<file path="src/rtl/tree_cls_pkg.sv">
// rtl/tree_cls_pkg.sv - shared defaults, width helpers and FSM state type for the tree vote scheduler
package tree_cls_pkg;

    localparam int N_FEAT_DEF  = 51;
    localparam int N_TREES_DEF = 5;
    localparam int N_CLASS_DEF = 4;

    // Class index width: never narrower than one bit.
    function automatic int cls_width(input int n_class);
        return (n_class <= 2) ? 1 : $clog2(n_class);
    endfunction

    // Vote count width: must hold the value n_trees itself.
    function automatic int cnt_width(input int n_trees);
        return $clog2(n_trees + 1);
    endfunction

    // Wait counter width: must hold eval_lat, minimum one bit.
    function automatic int wait_width(input int eval_lat);
        return (eval_lat == 0) ? 1 : $clog2(eval_lat + 1);
    endfunction

    localparam int CLS_W_DEF = cls_width(N_CLASS_DEF);
    localparam int CNT_W_DEF = cnt_width(N_TREES_DEF);

    typedef enum logic [1:0] {
        IDLE = 2'd0,
        EVAL = 2'd1,
        DONE = 2'd2
    } state_t;

endpackage

</file>
<file path="src/rtl/tree_vote_popcnt.sv">
// rtl/tree_vote_popcnt.sv - combinational popcount of the per-tree vote bits
module tree_vote_popcnt
    import tree_cls_pkg::*;
#(
    parameter int N_TREES = N_TREES_DEF,
    localparam int CNT_W  = cnt_width(N_TREES)
) (
    input  logic [N_TREES-1:0] votes,
    output logic [CNT_W-1:0]   count
);

    // Sum every vote bit; the adder chain is flattened by synthesis.
    always_comb begin
        count = '0;
        for (int i = 0; i < N_TREES; i++) begin
            count = count + CNT_W'(votes[i]);
        end
    end

endmodule

</file>
<file path="src/rtl/tree_vote_sched.sv">
// rtl/tree_vote_sched.sv - class-stepping arg-max scheduler for the tree bank (option: TREE_VOTE_COUNT_EN)
module tree_vote_sched
    import tree_cls_pkg::*;
#(
    parameter int N_FEAT   = N_FEAT_DEF,
    parameter int N_TREES  = N_TREES_DEF,
    parameter int N_CLASS  = N_CLASS_DEF,
    parameter int EVAL_LAT = 0,
    localparam int CLS_W   = cls_width(N_CLASS),
    localparam int CNT_W   = cnt_width(N_TREES)
) (
    input  logic              clk,
    input  logic              rst,
    input  logic              in_valid,
    output logic              in_ready,
    input  logic [N_FEAT-1:0] in_feat,
    output logic [N_FEAT-1:0] feat_q,
    output logic [CLS_W-1:0]  cls_sel,
    input  logic [N_TREES-1:0] tree_votes,
    output logic              out_valid,
    input  logic              out_ready,
    output logic [CLS_W-1:0]  out_class,
    output logic              busy
`ifdef TREE_VOTE_COUNT_EN
    ,
    output logic [CNT_W-1:0]  out_votes
`endif
);

    localparam int              WAIT_W    = wait_width(EVAL_LAT);
    localparam logic [WAIT_W-1:0] WAIT_LOAD = WAIT_W'(EVAL_LAT);
    localparam logic [CLS_W-1:0]  LAST_CLS  = CLS_W'(N_CLASS - 1);

    state_t              state;
    state_t              next_state;
    logic [WAIT_W-1:0]   wait_cnt;
    logic [CNT_W-1:0]    best_cnt;
    logic [CLS_W-1:0]    best_cls;
    logic [CNT_W-1:0]    cnt;
    logic                sample;
    logic                last_cls;
    logic                take;

    tree_vote_popcnt #(
        .N_TREES(N_TREES)
    ) u_popcnt (
        .votes(tree_votes),
        .count(cnt)
    );

    // Votes are only trusted once the bank latency for this class has elapsed.
    assign sample   = (wait_cnt == '0);
    assign last_cls = (cls_sel == LAST_CLS);
    // Class 0 always seeds the best; later classes must beat it strictly so ties keep the lower index.
    assign take     = (cls_sel == '0) || (cnt > best_cnt);

`ifdef TREE_VOTE_COUNT_EN
    assign out_votes = best_cnt;
`endif

    // State register.
    always_ff @(posedge clk or posedge rst) begin
        if (rst) begin
            state <= IDLE;
        end else begin
            state <= next_state;
        end
    end

    // Next-state and handshake outputs.
    always_comb begin
        next_state = state;
        in_ready   = 1'b0;
        out_valid  = 1'b0;
        busy       = 1'b1;
        case (state)
            IDLE: begin
                in_ready = 1'b1;
                busy     = 1'b0;
                if (in_valid) begin
                    next_state = EVAL;
                end
            end
            EVAL: begin
                if (sample && last_cls) begin
                    next_state = DONE;
                end
            end
            DONE: begin
                out_valid = 1'b1;
                if (out_ready) begin
                    next_state = IDLE;
                end
            end
            default: begin
                next_state = IDLE;
            end
        endcase
    end

    // Feature capture, class stepping and running arg-max.
    always_ff @(posedge clk or posedge rst) begin
        if (rst) begin
            feat_q    <= '0;
            cls_sel   <= '0;
            wait_cnt  <= '0;
            best_cnt  <= '0;
            best_cls  <= '0;
            out_class <= '0;
        end else begin
            case (state)
                IDLE: begin
                    if (in_valid) begin
                        feat_q   <= in_feat;
                        cls_sel  <= '0;
                        wait_cnt <= WAIT_LOAD;
                        best_cnt <= '0;
                        best_cls <= '0;
                    end
                end
                EVAL: begin
                    if (!sample) begin
                        wait_cnt <= wait_cnt - WAIT_W'(1);
                    end else begin
                        if (take) begin
                            best_cnt <= cnt;
                            best_cls <= cls_sel;
                        end
                        if (last_cls) begin
                            out_class <= take ? cls_sel : best_cls;
                        end else begin
                            cls_sel  <= cls_sel + CLS_W'(1);
                            wait_cnt <= WAIT_LOAD;
                        end
                    end
                end
                default: begin
                end
            endcase
        end
    end

endmodule
</file>
<file path="config.mk">
export PLATFORM = sky130hd
export DESIGN_NAME = tree_vote_sched
export DESIGN_NICKNAME = d
export VERILOG_FILES = /design/src/rtl/tree_cls_pkg.sv /design/src/rtl/tree_vote_popcnt.sv /design/src/rtl/tree_vote_sched.sv
export SDC_FILE = /design/constraint.sdc
export NUM_CORES = 1
export LEC_CHECK = 0
export CORE_MARGIN = 10
export CORE_UTILIZATION = 44
export CTS_CLUSTER_DIAMETER = 40
export DETAILED_ROUTE_END_ITERATION = 7
export HOLD_SLACK_MARGIN = 0.03
export PLACE_DENSITY = 0.82
export RECOVER_POWER = 50
export SKIP_CTS_REPAIR_TIMING = 1
export SYNTH_ARGS = -nofsm -noshare
export SYNTH_HDL_FRONTEND = slang
export SYNTH_SLANG_ARGS = --single-unit
</file>
<file path="constraint.sdc">
create_clock -name clk -period 2.9 [get_ports clk]
set_input_delay 0.58 -clock clk [delete_from_list [all_inputs] [get_ports clk]]
set_output_delay 0.58 -clock clk [all_outputs]
set_load 0.01 [all_outputs]
</file>
==> impl_metrics.json <==
{
  "final_max_slew_viol_count": 25,
  "path_delay_family": "adder cells",
  "die_y_microns": 97.1,
  "power_density_mw_per_mm2": 1120,
  "io_pins": 118,
  "clock_transition_at_the_registers_of_the_reported_paths_ps": 70,
  "total_wire_length_mm": 6.63,
  "start_util": 0.448,
  "clock_path_buffers": 2,
  "cts.sinks": 62,
  "element_type_at_the_critical_path_end": "register",
  "insertedDiodeCount": 0,
  "worst_pin_slew_ps": 1580,
  "numCtsBuffers": 9,
  "critical-path-slowest-cell": "fa_2",
  "remaining_drc_errors": 0,
  "worst_hold_startpoint": "feat_q[33]",
  "synth_area_sq_mm": 0.00262,
  "path_common_cell": "ha_4",
  "synth_largest_type_area_fraction": 0.592,
  "gp_congestion": 0.734,
  "grt_start_max_net_pins": 35,
  "critical_path.cell_chain": "buf_6 -> ha_4 -> inv_2 -> fa_1 -> inv_1 -> ha_2 -> fa_2 -> ha_4 -> a2111oi_4 -> nor3_4 -> mux2_4",
  "hold_end": "feat_q[33]",
  "netlist_instances": 178,
  "timing.max_slew.rel_slack": -0.0555,
  "switching_power_mw": 1.46,
  "r2r.worst_path.cells": 4,
  "finalWorstPathRequiredPeriod_ps": 3170,
  "crit_path_start_kind": "input pin",
  "share_clk_of_total_power": 0.178,
  "drive_gt1_frac": 0.287,
  "yosysWarningCount": 0,
  "antenna_found_initial": 0,
  "number_of_global_route_vias_before_repair": 2023,
  "clock_latency_ps": 330,
  "run_status": "finished, violations left",
  "critPathMaxStageDelay_ps": 600,
  "placementRows": 28,
  "fraction_of_power_spent_switching_nets": 0.311,
  "critical_path.reg2reg.startpoint": "state[1]",
  "post_synth.cell_area_avg_sq_um": 14.7,
  "viasPerCell": 4.83,
  "intPower_mw": 3.22,
  "tritoncts": "yes",
  "failed_checks": "capacitance limit, slew limit, setup timing",
  "overflow": 0,
  "holdWs_ps": 502,
  "worst_flop_to_flop_path_endpoint": "feat_q[43]",
  "area_growth_syn_to_layout_pct": 58.9,
  "reg2reg_setup_slack_ps": 330,
  "die_area_sq_mm": 0.00944,
  "clk_root_buffer_cell": "clkbuf_8",
  "hpwlAfterDp_mm": 4.90,
  "chipWidth_microns": 97.1,
  "timing.final.setup_violations": 7,
  "global_route_wire_length_before_repair_mm": 10.2,
  "maxCapViolCount": 1,
  "yosys_register_bits": 62,
  "mappedNetlistNets": 247,
  "yosysSeqAreaShare": 0.592,
  "synth.distinct_cells": 25,
  "critPathArrivalTime_ps": 3390,
  "finalNetCount": 374,
  "ant_nets": 0,
  "hold_path.class": "reg -> reg",
  "dp.cells": 368,
  "placeableCoreArea_sq_mm": 0.00585,
  "rsz0062_at_grt": "true",
  "pwr-share-comb": 0.496,
  "dr.pass1.iters": 4,
  "clock.fmax_mhz": 315,
  "finalHoldViolCount": 0,
  "path_max_fanout": 3,
  "class_of_the_most_critical_setup_path": "in -> reg",
  "leakagePower_nw": 1.78,
  "layout_setup_ws_ps": -272,
  "yosys-top-cells-area": "dfrtp_1 (59%), mux2_2 (22%), ha_1 (3.3%)",
  "crit_buf_inv": 3,
  "worst_ir_drop_vdd_mv": 0.583,
  "seq_power_share": 0.326,
  "globalRouteTotalUtil": 0.135,
  "finClkSkew_ps": 6.13,
  "synth_largest_area_cell": "dfrtp_1",
  "critical_path_required_ps": 3120,
  "instances_no_fill": 385,
  "htree_num_levels": 3,
  "worst_hold_path_stage_count": 1,
  "final_min_period_over_clock_period": 1.09,
  "fin_tns_setup_ps": -1760,
  "route.vias.total": 1859,
  "drt_iter0_drc": 28,
  "placement.io_buffers": 117,
  "wl_per_cell_microns": 17.2,
  "power.total_mw": 4.68
}
logic make-up (layout without fill, tap and decap cells):
kind of cell | after synthesis | in the layout | synth area share
flip-flops | 62 | 62 | 0.592
AND/OR/NAND/NOR | 20 | 20 | 0.0454
adder cells (fa/ha/maj) | 9 | 9 | 0.0487
buffers and inverters | 22 | 154 | 0.0397
multiplexers | 57 | 57 | 0.247
AO/OA/AOI/OAI | 8 | 8 | 0.0272
flip-flops by register name, summed over array words and instances, names as in the netlist:
| signal | flops |
|---|---|
| out_class | 2 |
| cls_sel | 2 |
| feat_q | 51 |
| best_cnt | 3 |
| best_cls | 2 |
| state | 2 |
cells in the final DEF, fill, tap and decap left out, types with 3 or more instances in the layout:
cell             count
dfrtp_1             62
mux2i_1              3
clkbuf_8            10
inv_1               14
nor2_1               7
nand2b_1             4
dlygate4sd3_1        5
buf_6                3
clkdlybuf4s50_1    108
ha_1                 4
mux2_2              52
stage by stage:
stage / utilization / setup WS [ps] / area (sq um)
after detailed placement: 0.670 / -886 / 3920
after floorplan: - / -302 / 2650
after global routing: 0.711 / -331 / 4160
after CTS: 0.707 / -528 / 4140
final: 0.711 / -272 / 4160
after global placement: 0.670 / -802 / 3920
layout make-up:
type | instances | area, sq um
Tap cell | 75 | 93.8
Clock inverter | 4 | 70.1
Timing Repair Buffer | 122 | 1230
Inverter | 16 | 60.1
Clock buffer | 12 | 145
Sequential cell | 62 | 1550
Fill cell | 426 | 1690
Multi-Input combinational cell | 94 | 1010
power by group through the flow:
| stage | Clock, mW | Combinational, mW | Sequential, mW |
|---|---|---|---|
| 2_1_floorplan | 0 | 0.962 | 1.71 |
| 3_3_place_gp | 0 | 2.25 | 1.51 |
| 3_5_place_dp | 0 | 2.29 | 1.55 |
| 4_1_cts | 0.845 | 2.30 | 1.53 |
| 5_1_grt | 0.879 | 2.50 | 1.59 |
| 6_report | 0.832 | 2.32 | 1.52 |
routing by layer:
layer,track usage,wire [microns],vias to the layer above
met2,0.224,3370,62
met3,0.0683,609,12
met5,0,0,-
met4,0.0613,113,0
met1,0.139,2530,924
li1,-,-,861
synthesized netlist by cell type, drive strengths merged:
master and count:
dfrtp 62, mux2 54, inv 16, nor2 8, ha 7, buf 6, nand2b 4, mux2i 3
o21ai 3, a31oi 2, fa 2, or3 2, a2111oi 1, a21o 1, a21oi 1, and2 1
nand2 1, nand3 1, nor2b 1, nor3 1, or2 1
how the worst max path moves through the flow:
stage	to	start	cells past startpoint	slack, ps
2_1_floorplan	best_cnt[1]	tree_votes[1]	10	-300
4_1_cts	best_cnt[0]	tree_votes[0]	12	-530
6_report	best_cnt[2]	tree_votes[0]	11	-270
3_3_place_gp	best_cnt[2]	tree_votes[0]	11	-800
5_1_grt	out_class[0]	tree_votes[0]	12	-330
3_5_place_dp	best_cnt[0]	tree_votes[0]	12	-890
Note: power is estimated with default switching activity, not from simulation.
==> RTL change: new RTL, same settings <==
Make the reset (`rst`) synchronous in 2 clocked blocks.
--- a/src/rtl/tree_vote_sched.sv
+++ b/src/rtl/tree_vote_sched.sv
@@ -59,7 +59,7 @@
 `endif
 
     // State register.
-    always_ff @(posedge clk or posedge rst) begin
+    always_ff @(posedge clk) begin
         if (rst) begin
             state <= IDLE;
         end else begin
@@ -99,7 +99,7 @@
     end
 
     // Feature capture, class stepping and running arg-max.
-    always_ff @(posedge clk or posedge rst) begin
+    always_ff @(posedge clk) begin
         if (rst) begin
             feat_q    <= '0;
             cls_sel   <= '0;
Formal check against the unedited RTL: differs if rst is asserted again (counterexample within 4 cycles, from zero or initial values and one cycle with rst high); with rst held inactive, the same outputs for 10 cycles.
==> RTL change against the unedited design <==
The run still ends with capacitance limit, slew limit, setup timing left; sequential cell count is the same; critical path depth grew 1; design area shrank 6.2%; worst setup slack gained 30 ps; synthesized cell count grew 68%; largest cell class unchanged; highest routed layer unchanged; area after synthesis shrank 6.3%; wire length grew 8.1%.
Power is not compared: it rests on default switching activity, and its combinational part moved more than twofold at a synthesized area within 25%.
==> RTL change: results (changes against the unedited design) <==
status=finished, violations left; failing checks=capacitance limit, slew limit, setup timing; Fill cells=462 (+8.5%); Clock Tree Root=clkbuf_8; Max-Cap Viols=2 (+1); synth top area cells=dfxtp_1, nand2_1, a21oi_1; Final WS setup=-242 ps (+30.2 ps); Nets=483 (+29%); worst-margin pin slew=1630 ps (+49.3 ps); Worst Hold Class=flop to flop; dpl hpwl=5370 microns (+9.6%); TritonRoute pass-1 iters=4 (unchanged); CTS Buffer Depth=2 (unchanged); P_leak=1.61 nW; Worst Path Arrival=3340 ps (-50 ps); Max VDD drop=0.312 mV; All-Layer GR Usage=15.9% (+2.4 points); Port Buffers=117 (unchanged); Clk pin slew, worst setup/hold paths=60 ps; Clk Latency, worst-skew pair=330 ps (about the same); Layout Cells excl Fill=491 (+28%); routed vias/inst=4.77 (-1.2%); share of layout cells above drive strength 1=8.59% (-20 points); global-route wire length before repair=11400 microns (+11%); antenna cell count=0 (unchanged); post-synthesis async set-or-reset flop share=0% (-100 points); largest net degree at the start of global routing=52 (+49%); critical path fanouts, max=4 (+1); H-tree Lvls=3 (unchanged); average size of a mapped cell=8.21 sq um (-44%); Synth Net Count=368 (+49%); Synth top cells by count=nand2_1, dfxtp_1, a21oi_1, buf_2, inv_1; Post-Route WL=7170 microns (+8.1%); synth unique cells=24 (-4.0%); Initial DRC Count=84 (+200%); setup TNS=-1520 ps (+239 ps); Seq/Total Area, Yosys=50.6% (-8.7 points); Max Clock Skew=6.67 ps (+0.539 ps); Final Slew Violations=52 (+110%); initial antenna violation count=0 (unchanged); setup violators final=7 (unchanged); Yosys warning total=0 (unchanged); Regs by FF count=feat_q x51, best_cnt x3; Num CTS Buffers=9 (unchanged); prevailing post-synth register cell=dfxtp_1; vias in the first global route=2304 (+14%); Placer Congestion=0.828 (+13%); Final Hold Fails=0 (unchanged); sw frac=25.4%
[RTL change: cell count changes in the layout (fill, tap and decap cells not counted), sizes merged, moves of 3 or more]
cell           change
a21oi             +53
clkdlybuf4s50     -37
dfrtp             -62
dfxtp             +62
dlygate4sd3       +36
inv                -3
mux2              -54
nand2            +107
[RTL change: final timing paths]
path                  end  cells after the start  slack [ps]           from
max          out_class[0]                     12        -240  tree_votes[0]
min            feat_q[11]                      2         450     feat_q[11]
max reg2reg    feat_q[48]                      4         670       state[1]
min reg2reg    feat_q[11]                      2         450     feat_q[11]
[RTL change: routing by layer]
metal  track usage [%]  up-vias  wire length [microns]
met4              6.73        0                    140
met2              26.2       73                   3490
met5                 0        -                      0
li1                  -     1195                      -
met1              18.3     1062                   3000
met3              5.63       13                    534
[RTL change: per-stage QoR]
step	instance area, sq um	setup WS [ps]	total power (W)	utilization, %
after floorplan	2480	-265	0.00115	-
after global placement	3700	-839	0.00135	67.6
after detailed placement	3700	-928	0.00137	67.6
after CTS	3900	-592	0.00212	71.2
after global routing	3900	-312	0.00219	71.3
final	3900	-242	0.00209	71.3
[RTL change: logic make-up (layout without fill, tap and decap cells)]
logic type / Yosys count / after routing / share of synthesized area (%)
adders and majority gates: 9 / 9 / 5.20
DFF: 62 / 62 / 50.6
AOI/OAI and AO/OA: 60 / 60 / 14.2
muxes: 5 / 5 / 2.04
buffers and inverters: 31 / 151 / 5.41
and+or+nand+nor: 132 / 132 / 22.5
[RTL change: worst max-delay path, cell delays in order]
cell and delay [ps]:
clkbuf_2 100, ha_4 260, inv_2 30, fa_1 480, inv_1 50, ha_2 170, fa_1 610, ha_4 230
a2111oi_4 430, buf_4 200, or3_1 110, a311oi_2 90
[RTL change: power by group through the flow]
stage | clock (W) | combinational, W | sequential [W]
after floorplan | 0 | 0.000183 | 0.000966
after global placement | 0 | 0.000408 | 0.000945
after detailed placement | 0 | 0.000421 | 0.000948
after CTS | 0.000767 | 0.000426 | 0.000929
after global routing | 0.000808 | 0.000451 | 0.000933
final | 0.000754 | 0.000410 | 0.000927
[RTL change: final cells by class]
type	count	area share (%)
timing repair buffer	122	30.7
multi-input combinational	206	28.8
clock inverter	4	1.15
clock buffer	12	3.98
inverter	13	1.25
tap	72	2.31
sequential	62	31.8
